### src/rtl/lsu_mem_arbiter.sv
// Shares the single 16-bit memory port between RMW write-back, LSU load/store and fetch.
// One transaction in flight; RMW deny blocks ls/fetch; fetch is promoted after a run of ls grants.
module lsu_mem_arbiter #(
   parameter int unsigned STARVE_LIMIT = 4
) (
   input  logic        clk,
   input  logic        a_rst,
   // RMW ALU write-back
   input  logic        i_rmw_req,
   input  logic [15:0] i_rmw_addr,
   input  logic [15:0] i_rmw_data,
   input  logic        i_rmw_deny,
   output logic        o_rmw_ack,
   // scheduler load/store
   input  logic        i_ls_req,
   input  logic        i_ls_we,
   input  logic [15:0] i_ls_addr,
   input  logic [15:0] i_ls_wdata,
   output logic        o_ls_ack,
   output logic        o_ls_rdy,
   output logic [15:0] o_ls_rdata,
   // instruction fetch
   input  logic        i_fetch_req,
   input  logic [15:0] i_fetch_addr,
   output logic        o_fetch_ack,
   output logic        o_fetch_rdy,
   output logic [15:0] o_fetch_data,
   // external memory
   output logic        o_mem_req,
   output logic        o_mem_we,
   output logic [15:0] o_mem_addr,
   output logic [15:0] o_mem_wdata,
   input  logic        i_mem_rdy,
   input  logic [15:0] i_mem_rdata
);

   localparam logic [3:0] LP_STARVE_LIMIT = 4'(STARVE_LIMIT);

   typedef enum logic {
      ST_IDLE,
      ST_BUSY
   } state_t;

   typedef enum logic [1:0] {
      OWN_RMW,
      OWN_LS,
      OWN_FETCH
   } owner_t;

   state_t      r_state;
   state_t      w_state_next;
   owner_t      r_owner;
   owner_t      w_owner_next;

   logic [3:0]  r_starve_cnt;
   logic [15:0] r_mem_addr;
   logic [15:0] r_mem_wdata;
   logic        r_mem_we;
   logic [15:0] r_ls_rdata;
   logic [15:0] r_fetch_data;
   logic        r_ls_rdy;
   logic        r_fetch_rdy;

   logic        w_ls_elig;
   logic        w_fetch_elig;
   logic        w_fetch_promote;
   logic        w_grant_rmw;
   logic        w_grant_ls;
   logic        w_grant_fetch;
   logic        w_grant_any;
   logic        w_done;
   logic [15:0] w_sel_addr;
   logic [15:0] w_sel_wdata;
   logic        w_sel_we;

   // Deny only gates the non-RMW requesters; the RMW write itself must drain.
   assign w_ls_elig       = i_ls_req & ~i_rmw_deny;
   assign w_fetch_elig    = i_fetch_req & ~i_rmw_deny;
   assign w_fetch_promote = w_fetch_elig & (r_starve_cnt == LP_STARVE_LIMIT);
   assign w_done          = (r_state == ST_BUSY) & i_mem_rdy;

   // Next-state, grant decode and owner selection
   always_comb begin
      w_state_next  = r_state;
      w_owner_next  = r_owner;
      w_grant_rmw   = 1'b0;
      w_grant_ls    = 1'b0;
      w_grant_fetch = 1'b0;
      case (r_state)
         ST_IDLE: begin
            if (!a_rst) begin
               if (i_rmw_req) begin
                  w_grant_rmw = 1'b1;
               end else if (w_fetch_promote) begin
                  w_grant_fetch = 1'b1;
               end else if (w_ls_elig) begin
                  w_grant_ls = 1'b1;
               end else if (w_fetch_elig) begin
                  w_grant_fetch = 1'b1;
               end
            end
            if (w_grant_rmw) begin
               w_state_next = ST_BUSY;
               w_owner_next = OWN_RMW;
            end else if (w_grant_ls) begin
               w_state_next = ST_BUSY;
               w_owner_next = OWN_LS;
            end else if (w_grant_fetch) begin
               w_state_next = ST_BUSY;
               w_owner_next = OWN_FETCH;
            end
         end
         ST_BUSY: begin
            if (i_mem_rdy) begin
               w_state_next = ST_IDLE;
            end
         end
         default: begin
            w_state_next = ST_IDLE;
         end
      endcase
   end

   assign w_grant_any = w_grant_rmw | w_grant_ls | w_grant_fetch;

   // Memory command from whichever requester wins this cycle
   always_comb begin
      w_sel_addr  = i_fetch_addr;
      w_sel_wdata = 16'h0000;
      w_sel_we    = 1'b0;
      if (w_grant_rmw) begin
         w_sel_addr  = i_rmw_addr;
         w_sel_wdata = i_rmw_data;
         w_sel_we    = 1'b1;
      end else if (w_grant_ls) begin
         w_sel_addr  = i_ls_addr;
         w_sel_wdata = i_ls_wdata;
         w_sel_we    = i_ls_we;
      end
   end

   always_ff @(posedge clk or posedge a_rst) begin
      if (a_rst) begin
         r_state <= ST_IDLE;
         r_owner <= OWN_RMW;
      end else begin
         r_state <= w_state_next;
         r_owner <= w_owner_next;
      end
   end

   always_ff @(posedge clk or posedge a_rst) begin
      if (a_rst) begin
         r_mem_addr  <= 16'h0000;
         r_mem_wdata <= 16'h0000;
         r_mem_we    <= 1'b0;
      end else if (w_grant_any) begin
         r_mem_addr  <= w_sel_addr;
         r_mem_wdata <= w_sel_wdata;
         r_mem_we    <= w_sel_we;
      end
   end

   // Counts ls wins while fetch waits; an RMW grant with fetch pending leaves it alone.
   always_ff @(posedge clk or posedge a_rst) begin
      if (a_rst) begin
         r_starve_cnt <= 4'd0;
      end else if (w_grant_any) begin
         if (w_grant_fetch || !i_fetch_req) begin
            r_starve_cnt <= 4'd0;
         end else if (w_grant_ls && (r_starve_cnt < LP_STARVE_LIMIT)) begin
            r_starve_cnt <= r_starve_cnt + 4'd1;
         end
      end
   end

   always_ff @(posedge clk or posedge a_rst) begin
      if (a_rst) begin
         r_ls_rdy     <= 1'b0;
         r_fetch_rdy  <= 1'b0;
         r_ls_rdata   <= 16'h0000;
         r_fetch_data <= 16'h0000;
      end else begin
         r_ls_rdy    <= w_done & (r_owner == OWN_LS);
         r_fetch_rdy <= w_done & (r_owner == OWN_FETCH);
         // Stores complete without disturbing the last load result
         if (w_done && (r_owner == OWN_LS) && !r_mem_we) begin
            r_ls_rdata <= i_mem_rdata;
         end
         if (w_done && (r_owner == OWN_FETCH)) begin
            r_fetch_data <= i_mem_rdata;
         end
      end
   end

   assign o_rmw_ack    = w_grant_rmw;
   assign o_ls_ack     = w_grant_ls;
   assign o_fetch_ack  = w_grant_fetch;
   assign o_ls_rdy     = r_ls_rdy;
   assign o_ls_rdata   = r_ls_rdata;
   assign o_fetch_rdy  = r_fetch_rdy;
   assign o_fetch_data = r_fetch_data;
   assign o_mem_req    = (r_state == ST_BUSY);
   assign o_mem_we     = r_mem_we;
   assign o_mem_addr   = r_mem_addr;
   assign o_mem_wdata  = r_mem_wdata;

endmodule

### config.mk
export PLATFORM = sky130hd
export DESIGN_NAME = lsu_mem_arbiter
export DESIGN_NICKNAME = d
export VERILOG_FILES = /design/src/rtl/lsu_mem_arbiter.sv
export SDC_FILE = /design/constraint.sdc
export NUM_CORES = 1
export LEC_CHECK = 0
export ABC_AREA = 1
export CORE_ASPECT_RATIO = 0.7
export CORE_UTILIZATION = 44
export CTS_CLUSTER_DIAMETER = 40
export DETAILED_ROUTE_END_ITERATION = 16
export PLACE_DENSITY_LB_ADDON = 0.15
export SETUP_SLACK_MARGIN = 0.1
export SYNTH_ARGS = -nofsm -noshare
export SYNTH_HDL_FRONTEND = slang
export SYNTH_SLANG_ARGS = --single-unit
export TNS_END_PERCENT = 10
### constraint.sdc
create_clock -name clk -period 12.1 [get_ports clk]
set_input_delay 2.42 -clock clk [delete_from_list [all_inputs] [get_ports clk]]
set_output_delay 2.42 -clock clk [all_outputs]
set_load 0.005 [all_outputs]
[After elaboration in Yosys (flattened, before gate mapping)]
Index checks and enable logic that the tools add are counted.
Word-level totals
  input bits: 104
  output and inout port bits: 71
  logic and storage cells: 69
  register bits: 74
Cells by class
  $lt $le $gt $ge: 1
  reductions and logical operators: 11
  eq/ne operators: 3
  bitwise operators: 10
  muxes and demuxes: 33
  add/subtract/negate cells: 1
Operator list (count)
  2-to-1 mux 16 bit: 4
  2-to-1 mux 1 bit: 23
  2-to-1 mux 4 bit: 2
  bitwise AND 1 bit: 6
  2-to-1 mux 2 bit: 3
  adder 4 x 1 -> 4 bit (second input constant): 1
  == test 4 x 3 -> 1 bit (second input constant): 1
  logical AND 1 bit: 4
  < comparator 4 x 3 -> 1 bit (second input constant): 1
  AND reduction 2 bit: 2
  nonzero test 3 bit: 1
  == test 2 x 1 -> 1 bit (second input constant): 1
  == test 2 bit (second input constant): 1
  zero test 1 bit: 2
  inverter 1 bit: 2
  OR 1 bit: 2
  case mux 1 bit (2 select lines): 1
  nonzero test 2 bit: 1
  logical OR 1 bit: 1

[Logic depth before layout (Yosys ltp)]
Gate-level depths: netlist of run 1.
  word-level depth: 12
  gate-level depth with buffers: 11
  mapped depth without buffers: 10

[Least setup slack after synthesis of run 1]
No wires, ideal clock.
  kind: input to output
  start: input a_rst
  end: output o_ls_ack
  buffers on the path: 1
  arrival time: 5015 ps
  stages on the path: 6
  path slack: 4665 ps
  data required time: 9680 ps
  cell sequence: inv_1 > nand2_1 > nor2_4 > nand3_4 > inv_2 > buf_6
On the way
  longest elaborated chain between the ends: 3
RTL lines
  start, declared: RTL line 7  | input logic a_rst,
  2-to-1 mux 1 bit: RTL line 91  | if (!a_rst) begin
  2-to-1 mux 1 bit (2 in a row): RTL line 89  | case (r_state)
  end, declared: RTL line 19  | output logic o_ls_ack,
No other way between the ends. The select of a mux whose other input is x is not followed.

[Final worst setup path of run 1]
Ends and elaborated chain as after synthesis.

==> metrics.cfg, run 1 <==
[critical_path]
r2r_slack_ns=9.56
reg2reg_from=o_mem_req
cp.arrival_ns=5.93
reg2reg_to=r_starve_cnt[0]
worstSetupPathType=input port to primary output
reg2regPathDepth=8
startpoint_type=input port
critPathMaxFanout=75
required_ns=9.68
end_kind=primary output

[floorplanning]
start_util_pct=45.3
rows=27
fp.dieArea_um2=8470
die_x_um=110
die_y_um=77.3
io_pins=175
core_area_um2=7870

[flow_run]
max-cap-violations=0

[routing]
final_antenna_net_count=0
vias=3532
drt-initial-drc-count=232
dr.pass1.iters=5
wl_mm=10.4
wl_per_cell_um=15.2
drt-vias-per-instance=5.14
drc=0

[logic_synthesis]
syn-num-nets=529
post-synth-top-count-cell=nand2_1
async_flop_share_pct=100
synth_edf_count=0
ys_seq_area_share_pct=51.9
postSynthCellCount=423
synth_area_leaders=dfrtp_1 (52%), nand2_1 (12%), nand4_1 (8.6%)
synth_area_um2=3560
synth_top_area_share_pct=51.9
netlist_top_cells_count=nand2_1 (115), dfrtp_1 (74), nand3_1 (52)
synth-seq-cells=74
syn_avg_cell_area_um2=8.43
yosysWarnings=0
ys_types=26
yosys.area.top_type=dfrtp_1
synth_ff_type=dfrtp_1

[clock_network]
ctsResizeCount=0
cts_inserted_buffers=9
cts_buffer_depth=2
path_clk_slew_ns=0.06
cts_root_buffer=clkbuf_16
clk_latency_ns=0.33
h-tree-depth=3
cts_setup_buffers=0
cts_hold_buf=0
cts_tree=yes
cts.sinks=74

[global_route]
grt.busiest_layer=met2
grt_max_degree=76
grt.met2_usage_pct=43.0
use_met3_pct=8.42
grt-ovfl-total=0
grt_pass1_wl_mm=16.7
grtUsageTotal_pct=25.8
grt_pass1_vias=3490
antenna_found_initial=0
grtUsageMet1_pct=31.1

[power_and_ir_drop]
switching_share_pct=28.4
combPwrFrac_pct=33.3
intPower_mw=0.684
peakVddDrop_v=0.0000907
netSwitchingPower_mw=0.271
power.density_nw_per_um2=170
leakagePower_nw=2.54
pwr-share-seq_pct=39.0
clockPowerShare_pct=27.7

[layout]
drive_gt1_share_pct=7.34
fillers=648
multi_input_area_um2=1450
n_antenna_cell=0
syn2layout_area_growth_pct=57.1
seq_area_um2=1850
nets=687
fin_area_um2=5600

[placement]
portBuffers=174
placed_cell_area_um2=5310
hpwl_mm=7.33
place_congestion=0.824
pre_cts_ws_ns=3.72

[sta]
max_freq_mhz=120
period_minus_slack_ns=8.35
finalSetupTns_ns=0
skew_ns=0.00816
setup_viol=0
timing.final.crit_share_pct=69.0
setup_ws_ns=3.75
max_slew.worst_pin.slew_ns=0.939
final_max_slew_viol_count=0
grt_setup_unrepaired=false
slew_headroom_pct=37.4
hold_viol_final=0

[hold_path]
min_from=r_owner[1]
hold_end=o_ls_rdy
min_delay_path_depth=1
hold_class=flip-flop to flip-flop

[run_status]
outcome=completed

==> cell families (layout without fill, tap and decap cells) <==
logic type      Yosys count  after routing  share of synthesized area, %
xor+xnor                  1              1                         0.246
compound gates           38             38                          5.44
flops                    74             74                          51.9
simple gates            246            246                          34.1
fa+ha+maj                 2              2                         0.702
buf+inv                  62            225                          7.58
==> area by class of cell <==
cell class | count | area share (%)
multi-input cells | 287 | 25.8
well taps | 101 | 2.26
flip-flops and latches | 74 | 33.1
clock inverters | 6 | 1.18
repair buffers | 176 | 31.4
inverters | 33 | 2.23
clock buffers | 10 | 4.09
==> critical path: stages <==
cell             delay, ns
clkdlybuf4s50_1       0.44
clkinv_2              0.05
buf_4                 0.71
nand2_1               0.27
nor2_4                0.42
nand3_4               0.54
inv_2                 0.47
clkdlybuf4s50_1       0.58
==> power groups by stage <==
stage / Clock, mW / Sequential (mW) / Combinational (mW)
finish: 0.265 / 0.372 / 0.318
global route: 0.278 / 0.382 / 0.349
CTS: 0.269 / 0.372 / 0.322
detailed placement: 0 / 0.375 / 0.319
global placement: 0 / 0.371 / 0.311
floorplan: 0 / 0.376 / 0.100
==> how the worst max path moves through the flow <==
| stage | from | endpoint | slack (ns) | cells past startpoint |
|---|---|---|---|---|
| 2_1_floorplan | a_rst | o_ls_ack | 4.66 | 6 |
| 3_3_place_gp | a_rst | o_ls_ack | 3.81 | 8 |
| 3_5_place_dp | a_rst | o_ls_ack | 3.72 | 8 |
| 4_1_cts | a_rst | o_ls_ack | 3.70 | 8 |
| 5_1_grt | a_rst | o_ls_ack | 3.40 | 8 |
| 6_report | a_rst | o_ls_ack | 3.75 | 8 |
==> state kept, by name, indices dropped and copies added (netlist names) <==
| signal | cells |
|---|---|
| o_fetch_data | 16 |
| o_mem_wdata | 16 |
| o_ls_rdy | 1 |
| o_mem_we | 1 |
| o_ls_rdata | 16 |
| o_fetch_rdy | 1 |
| r_starve_cnt | 4 |
| o_mem_addr | 16 |
| r_owner | 2 |
| o_mem_req | 1 |
==> cell usage in the layout (no fill, tap or decap), types with 2 or more instances in the layout <==
cell / instances
nor2_4: 2
clkinvlp_4: 3
nand3_1: 52
o21ai_0: 32
nand2_1: 114
ha_1: 2
nand3_4: 3
nand4_1: 49
dfrtp_1: 74
nor3_1: 2
a21oi_1: 2
buf_4: 2
or2_2: 16
nor2_1: 5
nand2_2: 2
o21ai_1: 2
clkinv_2: 2
inv_1: 30
clkdlybuf4s50_1: 174
clkbuf_16: 9
==> metal layers <==
layer  wire length, µm  vias up
met2              5070      124
met1              4330     1651
li1                  -     1733
met5                 0        -
met4               245        0
met3               788       24
==> through the flow <==
| step | utilization [%] | std cells | hold WS, ns | power (mW) |
|---|---|---|---|---|
| finish | 71.1 | 687 | 0.437 | 0.955 |
| global route | 71.1 | 687 | 0.448 | 1.01 |
| CTS | 71.1 | 687 | 0.441 | 0.963 |
| detailed placement | 67.4 | 671 | 0.431 | 0.694 |
| global placement | 67.4 | 671 | 0.434 | 0.683 |
| floorplan | - | 423 | 0.421 | 0.477 |
Note: power is estimated with default switching activity, not from simulation.
==> inputs of run 2 (changes only) <==
--- a/config.mk
+++ b/config.mk
@@ -7,7 +7,7 @@
 export LEC_CHECK = 0
 export ABC_AREA = 1
 export CORE_ASPECT_RATIO = 0.7
-export CORE_UTILIZATION = 44
+export CORE_UTILIZATION = 37
 export CTS_CLUSTER_DIAMETER = 40
 export DETAILED_ROUTE_END_ITERATION = 16
 export PLACE_DENSITY_LB_ADDON = 0.15
==> constraint.sdc (replaced) <==
create_clock -name clk -period 6.76 [get_ports clk]
set_input_delay 1.352 -clock clk [delete_from_list [all_inputs] [get_ports clk]]
set_output_delay 1.352 -clock clk [all_outputs]
set_load 0.005 [all_outputs]
==> run 2 against run 1 <==
Final cell count up 3.3%. Sequential power rose by 78%. Cell area is 1.1% higher. Clock skew is 0.0017 ns lower. Combinational power up 77%. Register-to-register slack lost 5.3 ns. First-iteration DRC count rose by 5.2%. Power is 82% higher. Routed wire length increased by 1.5%. Critical path type unchanged.
==> metrics.cfg, run 2 (same netlist as run 1, synthesis figures left out) <==
[run_status]
outcome=completed

[sta]
max_freq_mhz=187
timing.final.crit_share_pct=79.1
skew_ns=0.00651  ; -0.00165 ns
hold_viol_final=0  ; unchanged
grt_setup_unrepaired=false
final_max_slew_viol_count=0  ; unchanged
finalSetupTns_ns=0  ; unchanged
setup_viol=0  ; unchanged
timing.hold.ws_ns=0.446  ; +0.00872 ns
slew_headroom_pct=37.3  ; -0.10 points
period_minus_slack_ns=5.35
max_slew.worst_pin.slew_ns=0.941  ; +0.00151 ns

[hold_path]
min_from=r_owner[1]
hold_class=flip-flop to flip-flop
hold_end=o_ls_rdy
min_delay_path_depth=1  ; unchanged

[placement]
place_congestion=0.825  ; +0.11%
placedCellCount=694  ; +3.4%
hpwl_mm=7.38  ; +0.69%
placed_cell_area_um2=5330  ; +0.54%
portBuffers=174  ; unchanged

[critical_path]
reg2reg_to=r_starve_cnt[1]
reg2reg_from=o_mem_req
critical_path_buf_inv_count=4  ; -1
startpoint_type=input port
reg2regPathDepth=8  ; unchanged
worstSetupPathType=input port to primary output
path_cells=clkdlybuf4s50_1, inv_1, nand2_1, nor2_4, nand3_4, inv_2, clkdlybuf4s50_1
crit_family=buffers and inverters
cp_slowest_stage_delay_ns=0.58  ; -0.13 ns
end_kind=primary output
path_common_cell=clkdlybuf4s50_1
cp_slowest_cell=clkdlybuf4s50_1
cp.arrival_ns=4.00  ; -1.93 ns
required_ns=5.41  ; -4.27 ns
r2r_slack_ns=4.22  ; -5.34 ns
critPathMaxFanout=52  ; -31%

[clock_network]
cts.sinks=74  ; unchanged
path_clk_slew_ns=0.06  ; about the same
ctsResizeCount=0  ; unchanged
cts_tree=yes
h-tree-depth=3  ; unchanged
cts_root_buffer=clkbuf_16
cts_setup_buffers=0  ; unchanged
cts_buffer_depth=2  ; unchanged
cts_inserted_buffers=9  ; unchanged
cts_hold_buf=0  ; unchanged
clk_latency_ns=0.33  ; about the same

[routing]
drt-vias-per-instance=4.93  ; -4.1%
vias=3499  ; -0.93%
wl_per_cell_um=14.9  ; -1.8%
dr.pass1.iters=4  ; -1
drc=0  ; unchanged
drt-initial-drc-count=244  ; +5.2%
wl_mm=10.6  ; +1.5%
final_antenna_net_count=0  ; unchanged

[layout]
fin_area_um2=5660  ; +1.1%
final_cell_mix=clkdlybuf4s50_1 (174), nand2_1 (114), dfrtp_1 (74)
drive_gt1_share_pct=7.51  ; +0.17 points
syn2layout_area_growth_pct=58.8
fillers=832  ; +28%
nets=687  ; unchanged
final_common_cell=clkdlybuf4s50_1
n_antenna_cell=0  ; unchanged
instances_no_fill=710  ; +3.3%

[floorplanning]
core_area_um2=9220  ; +17%
io_pins=175  ; unchanged
die_x_um=119  ; +8.9%
fp.dieArea_um2=10000  ; +18%
die_y_um=84.1  ; +8.8%
rows=29  ; +7.4%
start_util_pct=38.7  ; -6.6 points

[global_route]
grt_max_degree=75  ; -1.3%
grt_pass1_vias=3402  ; -2.5%
grt_pass1_wl_mm=17.4  ; +3.9%
antenna_found_initial=0  ; unchanged
grtUsageTotal_pct=22.0  ; -3.8 points
grt-ovfl-total=0  ; unchanged

[power_and_ir_drop]
power.density_nw_per_um2=308  ; +80%
peakVddDrop_v=0.000189  ; +110%
leakagePower_nw=2.57  ; +1.1%

[flow_run]
max-cap-violations=0  ; unchanged

-- run 2: cell types whose count changed in the layout (fill, tap and decap cells not counted) --
cell / delta
clkbuf_8: +1
clkinvlp_4: -3
clkbuf_1: -1
clkinv_2: +1
bufinv_16: +1
clkinv_4: +1
-- run 2: per-stage QoR --
| stage | util, % | total power, mW | setup WS, ns |
|---|---|---|---|
| after CTS | 61.4 | 1.76 | 1.41 |
| after detailed placement | 57.9 | 1.24 | 1.42 |
| after floorplan | - | 0.853 | 1.46 |
| final | 61.4 | 1.74 | 1.41 |
| after global placement | 57.9 | 1.22 | 1.51 |
| after global routing | 61.4 | 1.85 | 1.19 |
-- run 2: worst max path at each step --
stage                          start  endpoint  slack, ns  cells past startpoint
after floorplan                a_rst  o_ls_ack       1.46                      6
after global placement    i_rmw_deny  o_ls_ack       1.51                      7
after detailed placement  i_rmw_deny  o_ls_ack       1.42                      7
after CTS                 i_rmw_deny  o_ls_ack       1.41                      7
after global routing      i_rmw_deny  o_ls_ack       1.19                      7
final                     i_rmw_deny  o_ls_ack       1.41                      7
-- run 2: final cells by class --
type / count / area (µm²) / share of cell area (%)
sequential: 74 / 1850 / 32.7
timing repair buffer: 176 / 1760 / 31.0
multi-input combinational: 287 / 1450 / 25.5
clock buffer: 10 / 239 / 4.22
tap: 124 / 155 / 2.74
inverter: 33 / 125 / 2.21
clock inverter: 6 / 87.6 / 1.55
-- run 2: routing by layer --
metal | track usage [%] | part of all wire (%)
met1 | 28.7 | 45
met2 | 34.1 | 45
met3 | 8.67 | 9.1
met4 | 6.14 | 0.78
met5 | 0 | 0
-- run 2: power breakdown --
group	internal, mW	total (mW)	switching (mW)	leakage [nW]
registers	0.583	0.662	0.0791	0.947
clock network	0.334	0.516	0.183	0.163
logic	0.354	0.563	0.209	1.46
total	1.27	1.74	0.471	2.57
